## config.mk

```make
export PLATFORM = sky130hd
export DESIGN_NAME = shapool_master
export DESIGN_NICKNAME = d
export VERILOG_FILES = /design/src/rtl/shapool_pkg.sv /design/src/rtl/shapool_sclk_gen.sv /design/src/rtl/shapool_master.sv
export SDC_FILE = /design/constraint.sdc
export NUM_CORES = 1
export LEC_CHECK = 0
export ABC_AREA = 0
export CELL_PAD_IN_SITES_DETAIL_PLACEMENT = 0
export CELL_PAD_IN_SITES_GLOBAL_PLACEMENT = 2
export CORE_MARGIN = 10
export CORE_UTILIZATION = 31
export DETAILED_ROUTE_END_ITERATION = 7
export PLACE_DENSITY_LB_ADDON = 0.15
export SLEW_MARGIN = 25
export SYNTH_ARGS = -nofsm -noshare
export SYNTH_HDL_FRONTEND = slang
export SYNTH_HIERARCHICAL = 1
export SYNTH_SLANG_ARGS = --single-unit
```

## constraint.sdc

```tcl
create_clock -name hwclk -period 8.88 [get_ports hwclk]
set_input_delay 1.776 -clock hwclk [delete_from_list [all_inputs] [get_ports hwclk]]
set_output_delay 1.776 -clock hwclk [all_outputs]
set_load 0.02 [all_outputs]
```

## src/rtl/shapool_pkg.sv

```systemverilog
// Shared definitions for the SHA pool master: FSM encoding, default sizes and
// a small sizing helper for the bit counter.
package shapool_pkg;

  localparam int unsigned JOB_BITS_DEF    = 352;
  localparam int unsigned DAISY_BITS_DEF  = 8;
  localparam int unsigned N_DEV_DEF       = 2;
  localparam int unsigned RESULT_BITS_DEF = 40;
  localparam int unsigned CLK_HALF_DEF    = 4;

  typedef enum logic [2:0] {
    ST_IDLE,
    ST_LOAD_JOB,
    ST_LOAD_DAISY,
    ST_RUN,
    ST_READ,
    ST_FINISH
  } state_t;

  function automatic int unsigned max3(input int unsigned a,
                                       input int unsigned b,
                                       input int unsigned c);
    int unsigned m;
    m = (a > b) ? a : b;
    return (m > c) ? m : c;
  endfunction

endpackage

```

## src/rtl/shapool_sclk_gen.sv

```systemverilog
// Serial bit timer: each bit is CLK_HALF cycles of data_clk low, then
// CLK_HALF cycles high. Idles low with the phase cleared while run is low.
module shapool_sclk_gen #(
  parameter int unsigned CLK_HALF = 4
) (
  input  logic clk,
  input  logic reset,
  input  logic run,
  output logic data_clk,
  output logic fall_strobe,
  output logic sample_strobe
);

  localparam int unsigned PW = $clog2(2 * CLK_HALF);
  localparam logic [PW-1:0] LAST = PW'(2 * CLK_HALF - 1);
  localparam logic [PW-1:0] HALF = PW'(CLK_HALF);

  logic [PW-1:0] phase;
  logic [PW-1:0] phase_nxt;

  always_comb begin
    phase_nxt = (phase == LAST) ? '0 : phase + PW'(1);
  end

  always_ff @(posedge clk) begin
    if (reset || !run) begin
      phase    <= '0;
      data_clk <= 1'b0;
    end else begin
      phase    <= phase_nxt;
      data_clk <= (phase_nxt >= HALF);
    end
  end

  // Both strobes mark the last high cycle of a bit: the edge closing it is
  // where the receiver samples and where the transmitter presents the next bit.
  assign fall_strobe   = run && (phase == LAST);
  assign sample_strobe = run && data_clk && (phase == LAST);

endmodule

```

## src/rtl/shapool_master.sv

```systemverilog
// Master for a daisy-chained SHA pool: loads the job and the per-device
// daisy configuration serially, waits for done, then reads back the result.
module shapool_master
  import shapool_pkg::*;
#(
  parameter int unsigned JOB_BITS    = JOB_BITS_DEF,
  parameter int unsigned DAISY_BITS  = DAISY_BITS_DEF,
  parameter int unsigned N_DEV       = N_DEV_DEF,
  parameter int unsigned RESULT_BITS = RESULT_BITS_DEF,
  parameter int unsigned CLK_HALF    = CLK_HALF_DEF
) (
  input  logic                        hwclk,
  input  logic                        reset,
  input  logic                        start,
  input  logic                        abort,
  input  logic [JOB_BITS-1:0]         job,
  input  logic [N_DEV*DAISY_BITS-1:0] daisy_cfg,
  output logic                        busy,
  output logic                        pool_reset,
  output logic                        data_clk,
  output logic                        data_out,
  input  logic                        data_in,
  output logic                        daisy_sel,
  output logic                        daisy_out,
  input  logic                        done_in,
  input  logic                        success_in,
  output logic [RESULT_BITS-1:0]      result,
  output logic                        result_valid,
  output logic                        result_success
);

  localparam int unsigned CFG_BITS = N_DEV * DAISY_BITS;
  localparam int unsigned CNT_W    = $clog2(max3(JOB_BITS, CFG_BITS, RESULT_BITS) + 1);
  localparam logic [CNT_W-1:0] JOB_LAST = CNT_W'(JOB_BITS - 1);
  localparam logic [CNT_W-1:0] CFG_LAST = CNT_W'(CFG_BITS - 1);
  localparam logic [CNT_W-1:0] RES_LAST = CNT_W'(RESULT_BITS - 1);

  state_t                 state;
  logic [JOB_BITS-1:0]    job_sr;
  logic [CFG_BITS-1:0]    cfg_sr;
  logic [RESULT_BITS-1:0] res_sr;
  logic [CNT_W-1:0]       bit_cnt;
  logic                   succ_hold;
  logic [1:0]             data_sync, done_sync, succ_sync;
  logic                   data_s, done_s, succ_s;
  logic                   gen_run, fall_strobe, sample_strobe;

  always_ff @(posedge hwclk) begin
    if (reset) begin
      data_sync <= '0;
      done_sync <= '0;
      succ_sync <= '0;
    end else begin
      data_sync <= {data_sync[0], data_in};
      done_sync <= {done_sync[0], done_in};
      succ_sync <= {succ_sync[0], success_in};
    end
  end

  assign data_s = data_sync[1];
  assign done_s = done_sync[1];
  assign succ_s = succ_sync[1];

  // Abort gates the bit timer directly so data_clk is low on the cycle after abort.
  assign gen_run = !abort && (state inside {ST_LOAD_JOB, ST_LOAD_DAISY, ST_READ});
  assign busy    = (state != ST_IDLE);

  shapool_sclk_gen #(
    .CLK_HALF(CLK_HALF)
  ) u_sclk_gen (
    .clk          (hwclk),
    .reset        (reset),
    .run          (gen_run),
    .data_clk     (data_clk),
    .fall_strobe  (fall_strobe),
    .sample_strobe(sample_strobe)
  );

  // Handshake: start is accepted only in IDLE and only without abort; result_valid
  // is a one-cycle pulse with result/result_success stable from that cycle on.
  always_ff @(posedge hwclk) begin
    if (reset) begin
      state          <= ST_IDLE;
      pool_reset     <= 1'b1;
      data_out       <= 1'b0;
      daisy_sel      <= 1'b0;
      daisy_out      <= 1'b0;
      result         <= '0;
      result_valid   <= 1'b0;
      result_success <= 1'b0;
      succ_hold      <= 1'b0;
      job_sr         <= '0;
      cfg_sr         <= '0;
      res_sr         <= '0;
      bit_cnt        <= '0;
    end else begin
      result_valid <= 1'b0;
      if (abort && state != ST_IDLE) begin
        state      <= ST_IDLE;
        pool_reset <= 1'b1;
        data_out   <= 1'b0;
        daisy_sel  <= 1'b0;
        daisy_out  <= 1'b0;
        bit_cnt    <= '0;
      end else begin
        case (state)
          ST_IDLE: begin
            if (start && !abort) begin
              job_sr     <= job << 1;
              cfg_sr     <= daisy_cfg;
              data_out   <= job[JOB_BITS-1];
              daisy_sel  <= 1'b0;
              daisy_out  <= 1'b0;
              pool_reset <= 1'b1;
              bit_cnt    <= '0;
              state      <= ST_LOAD_JOB;
            end
          end
          ST_LOAD_JOB: begin
            if (fall_strobe) begin
              if (bit_cnt == JOB_LAST) begin
                bit_cnt   <= '0;
                data_out  <= 1'b0;
                daisy_sel <= 1'b1;
                daisy_out <= cfg_sr[CFG_BITS-1];
                cfg_sr    <= cfg_sr << 1;
                state     <= ST_LOAD_DAISY;
              end else begin
                bit_cnt  <= bit_cnt + CNT_W'(1);
                data_out <= job_sr[JOB_BITS-1];
                job_sr   <= job_sr << 1;
              end
            end
          end
          ST_LOAD_DAISY: begin
            if (fall_strobe) begin
              if (bit_cnt == CFG_LAST) begin
                bit_cnt    <= '0;
                pool_reset <= 1'b0;
                daisy_sel  <= 1'b0;
                daisy_out  <= 1'b0;
                state      <= ST_RUN;
              end else begin
                bit_cnt   <= bit_cnt + CNT_W'(1);
                daisy_out <= cfg_sr[CFG_BITS-1];
                cfg_sr    <= cfg_sr << 1;
              end
            end
          end
          ST_RUN: begin
            if (done_s) begin
              succ_hold <= succ_s;
              res_sr    <= '0;
              bit_cnt   <= '0;
              state     <= ST_READ;
            end
          end
          ST_READ: begin
            if (sample_strobe) begin
              res_sr <= (res_sr << 1) | RESULT_BITS'(data_s);
              if (bit_cnt == RES_LAST) begin
                result         <= (res_sr << 1) | RESULT_BITS'(data_s);
                result_success <= succ_hold;
                result_valid   <= 1'b1;
                pool_reset     <= 1'b1;
                state          <= ST_FINISH;
              end else begin
                bit_cnt <= bit_cnt + CNT_W'(1);
              end
            end
          end
          ST_FINISH: state <= ST_IDLE;
          default:   state <= ST_IDLE;
        endcase
      end
    end
  end

endmodule

```

==> summary.md <==
| Metric | Value |
|---|---|
| Pin count of the biggest net entering global routing | 287 |
| Period minus WS final | 4.80 ns |
| Area leader, netlist | dfxtp_1 |
| Nets | 3178 |
| Grt ovf | 0 |
| Wirelength per Cell | 17.3 µm |
| Max Root-Sink Buffers | 3 |
| Register clock-pin slew on the reported worst setup and hold paths | 0.06 ns |
| Vias in the first global route | 17900 |
| Leakage power | 9.19 nW |
| DP HPWL | 41300 µm |
| Drt pass-1 iters | 5 |
| Register area | 9490 µm² |
| Final Hold Viols | 0 |
| Synth area leaders | dfxtp_1 (48%), nand2_1 (16%), a311oi_1 (15%), nor2_1 (7.3%), clkbuf_1 (3.0%) |
| Worst slew margin | 30.2% |
| Slowest CP cell | clkdlybuf4s50_1 |
| Setup TNS | 0 ns |
| CTS tree | yes |
| Min-Delay Path Class | reg2reg |
| Worst setup EP type | flop |
| Clk sinks | 474 |
| Post-synth EDFFs | 0 |
| Ports | 423 |
| GPL Wtd Cong | 0.793 |
| Cts repair resizes | 0 |
| Postcts setup bufs | 0 |
| Layout cells sized above 1 | 4.19% |
| CP top delay family | buffers and inverters |
| Syn_nets | 2917 |
| Footprint of the multi-input gates | 9310 µm² |
| Clock Root Buffer | clkbuf_16 |
| Yosys reg bits | 474 |
| Critical path peak fanout | 166 |
| Worst EP required | 9.37 ns |
| 1st-iter DRT viols | 1279 |
| Cells after Synth | 2539 |
| Num CTS Buffers | 55 |
| Final WL | 63800 µm |
| Fin area | 26200 µm² |
| DP Area | 24300 µm² |
| Die Y | 273 µm |
| Count leader, synth | nand2_1 |
| Std-Cell Rows | 92 |
| Met2 Wirelength | 29800 µm |
| Via density | 5.01 |
| Clock Latency Late Sink | 0.59 ns |
| Status | completed |
| Crit path cell chain | clkdlybuf4s50_1 > nor2_1 > and2_1 > nand2_1 > a211o_1 > and3b_4 > buf_12 > buf_16 > nor2_1 > a311oi_1 |
| RSZ-0062 raised after global routing | no |
| Antenna violations before repair | 16 |
| Final setup fails | 0 |
| Yosys warns | 6 |
| Worst Setup Start Kind | primary input |
| Fmax | 0.208 GHz |
| DRC viols | 0 |
| Synth top area share | 47.7% |
| # hold bufs at CTS | 0 |
| Seq/Total Area, Yosys | 47.7% |
| Avg Cell Area, Syn | 7.84 µm² |
| Vias | 18500 |
| Clock skew | 0.0103 ns |
| Max-cap violation count | 0 |
| Final Max Tran Viols | 0 |
| Most frequent cells after synthesis | nand2_1 (833), dfxtp_1 (474), nor2_1 (385) |
| Worst path max stage delay | 0.59 ns |
| Buffer and inverter count on the worst path | 3 |
| Layout Area Growth over Synthesis | 31.6% |
| WP data arrival | 5.29 ns |
| Pwr per Cell Area | 267 nW/µm² |
| GR Util All Layers | 16.3% |
| H-tree depth | 2 |
| Global-route wire length before repair | 99900 µm |
| Core area | 63300 µm² |
| CP Class | in2reg |
| Ys flop type | dfxtp_1 |
| Met1 wire length | 29000 µm |
| Initial Util | 31.5% |
| R2R setup slack | 4.09 ns |
| Die area | 74800 µm² |
| Met3 WL | 3620 µm |
| Layout fillers | 6496 |
| Top Layer Used | met5 |
| Cell mode on critical path | nor2_1 |
| Worst Tran Pin Value | 1.05 ns |
| Async SR Flop Fraction | 0% |
| Port Buffer Count | 422 |
| Die width | 273 µm |
| Synth unique cells | 48 |
| Final ANT Viol Nets | 0 |
| Post-synthesis cell area | 19900 µm² |
| Max IR drop VDD | 0.000279 V |
| Final period util | 54.1% |
kinds of logic after synthesis:
group	share of synthesized area, %
AO/OA/AOI/OAI	19.2
XOR/XNOR	0.220
adder cells (fa/ha/maj)	0.189
buffers and inverters	5.77
flip-flops	47.7
multiplexers	1.06
AND/OR/NAND/NOR	25.9
state kept, by name, indices dropped and copies added (netlist names), 2 cells and up:
register	flops
succ_sync	2
job_sr	351
data_sync	2
bit_cnt	9
cfg_sr	16
done_sync	2
u_sclk_gen/phase	2
result	40
state	3
res_sr	39
routing by layer:
layer / global-route usage (%) / vias up
li1: - / 9319
met1: 21.1 / 8732
met2: 26.3 / 350
met3: 4.12 / 94
met4: 4.68 / 20
met5: 0 / -
worst reg2reg max path: cells and delay by family, from the launching register on:
| kind | cells | cell delay (ns) |
|---|---|---|
| and+or+nand+nor | 7 | 2.11 |
| buffers and inverters | 2 | 1.07 |
| DFF | 1 | 0.65 |
| AOI/OAI and AO/OA | 2 | 0.59 |
| xor gates and xnor gates | 1 | 0.27 |
path summary, 6_finish.rpt:
path / from / depth (start not counted) / to
setup / recovery: abort / 10 / job_sr[162]
hold / removal: done_sync[0] / 1 / done_sync[1]
setup reg to reg: state[1] / 12 / job_sr[162]
hold reg to reg: done_sync[0] / 1 / done_sync[1]
cell type report:
type / count / area share (%)
flip-flops and latches: 474 / 36.2
multi-input cells: 1820 / 35.5
repair buffers: 444 / 17.2
clock buffers: 89 / 6.63
well taps: 846 / 4.04
clock inverters: 8 / 0.248
inverters: 5 / 0.0716
diodes: 6 / 0.0573
per-stage QoR:
step / std cells / power [W] / setup slack (ns) / hold slack, ns / utilization [%]
2_1_floorplan: 2539 / 0.00428 / 5.02 / 0.414 / -
3_3_place_gp: 3586 / 0.00477 / 3.73 / 0.429 / 38.4
3_5_place_dp: 3586 / 0.00483 / 3.65 / 0.434 / 38.4
4_1_cts: 3683 / 0.00712 / 4.20 / 0.448 / 41.2
5_1_grt: 3691 / 0.00751 / 3.59 / 0.454 / 41.4
6_report: 3692 / 0.00701 / 4.08 / 0.442 / 41.4
cell usage in the layout (no fill, tap or decap), types with 2 or more instances in the layout:
master           instances
buf_12                   5
dfxtp_1                474
diode_2                  6
nor2b_1                  6
a211o_1                  2
clkdlybuf4s50_1        421
a211oi_1                16
or3_1                    3
clkbuf_1                13
and2_1                   5
nand3b_1                 2
inv_1                    5
nand2b_1                 6
ha_1                     3
clkbuf_8                19
nand4b_1                 2
clkbuf_16               57
nor2_1                 385
clkinv_2                 7
a311oi_1               350
and3_1                   3
nand2_1                833
a2111oi_0                3
and4_1                   2
xnor2_1                  4
a31oi_1                  4
nand4_1                  5
mux2i_1                 21
a21oi_1                 85
nand3_1                 47
o21ai_0                  7
buf_4                   14
and3b_1                  2
buf_16                   3
report_power, final:
| group | internal, W | switching, W |
|---|---|---|
| Clock | 0.00135 | 0.000893 |
| Sequential | 0.00250 | 0.000192 |
| Combinational | 0.000743 | 0.00133 |
| Total | 0.00459 | 0.00241 |
Note: power is estimated with default switching activity, not from simulation.
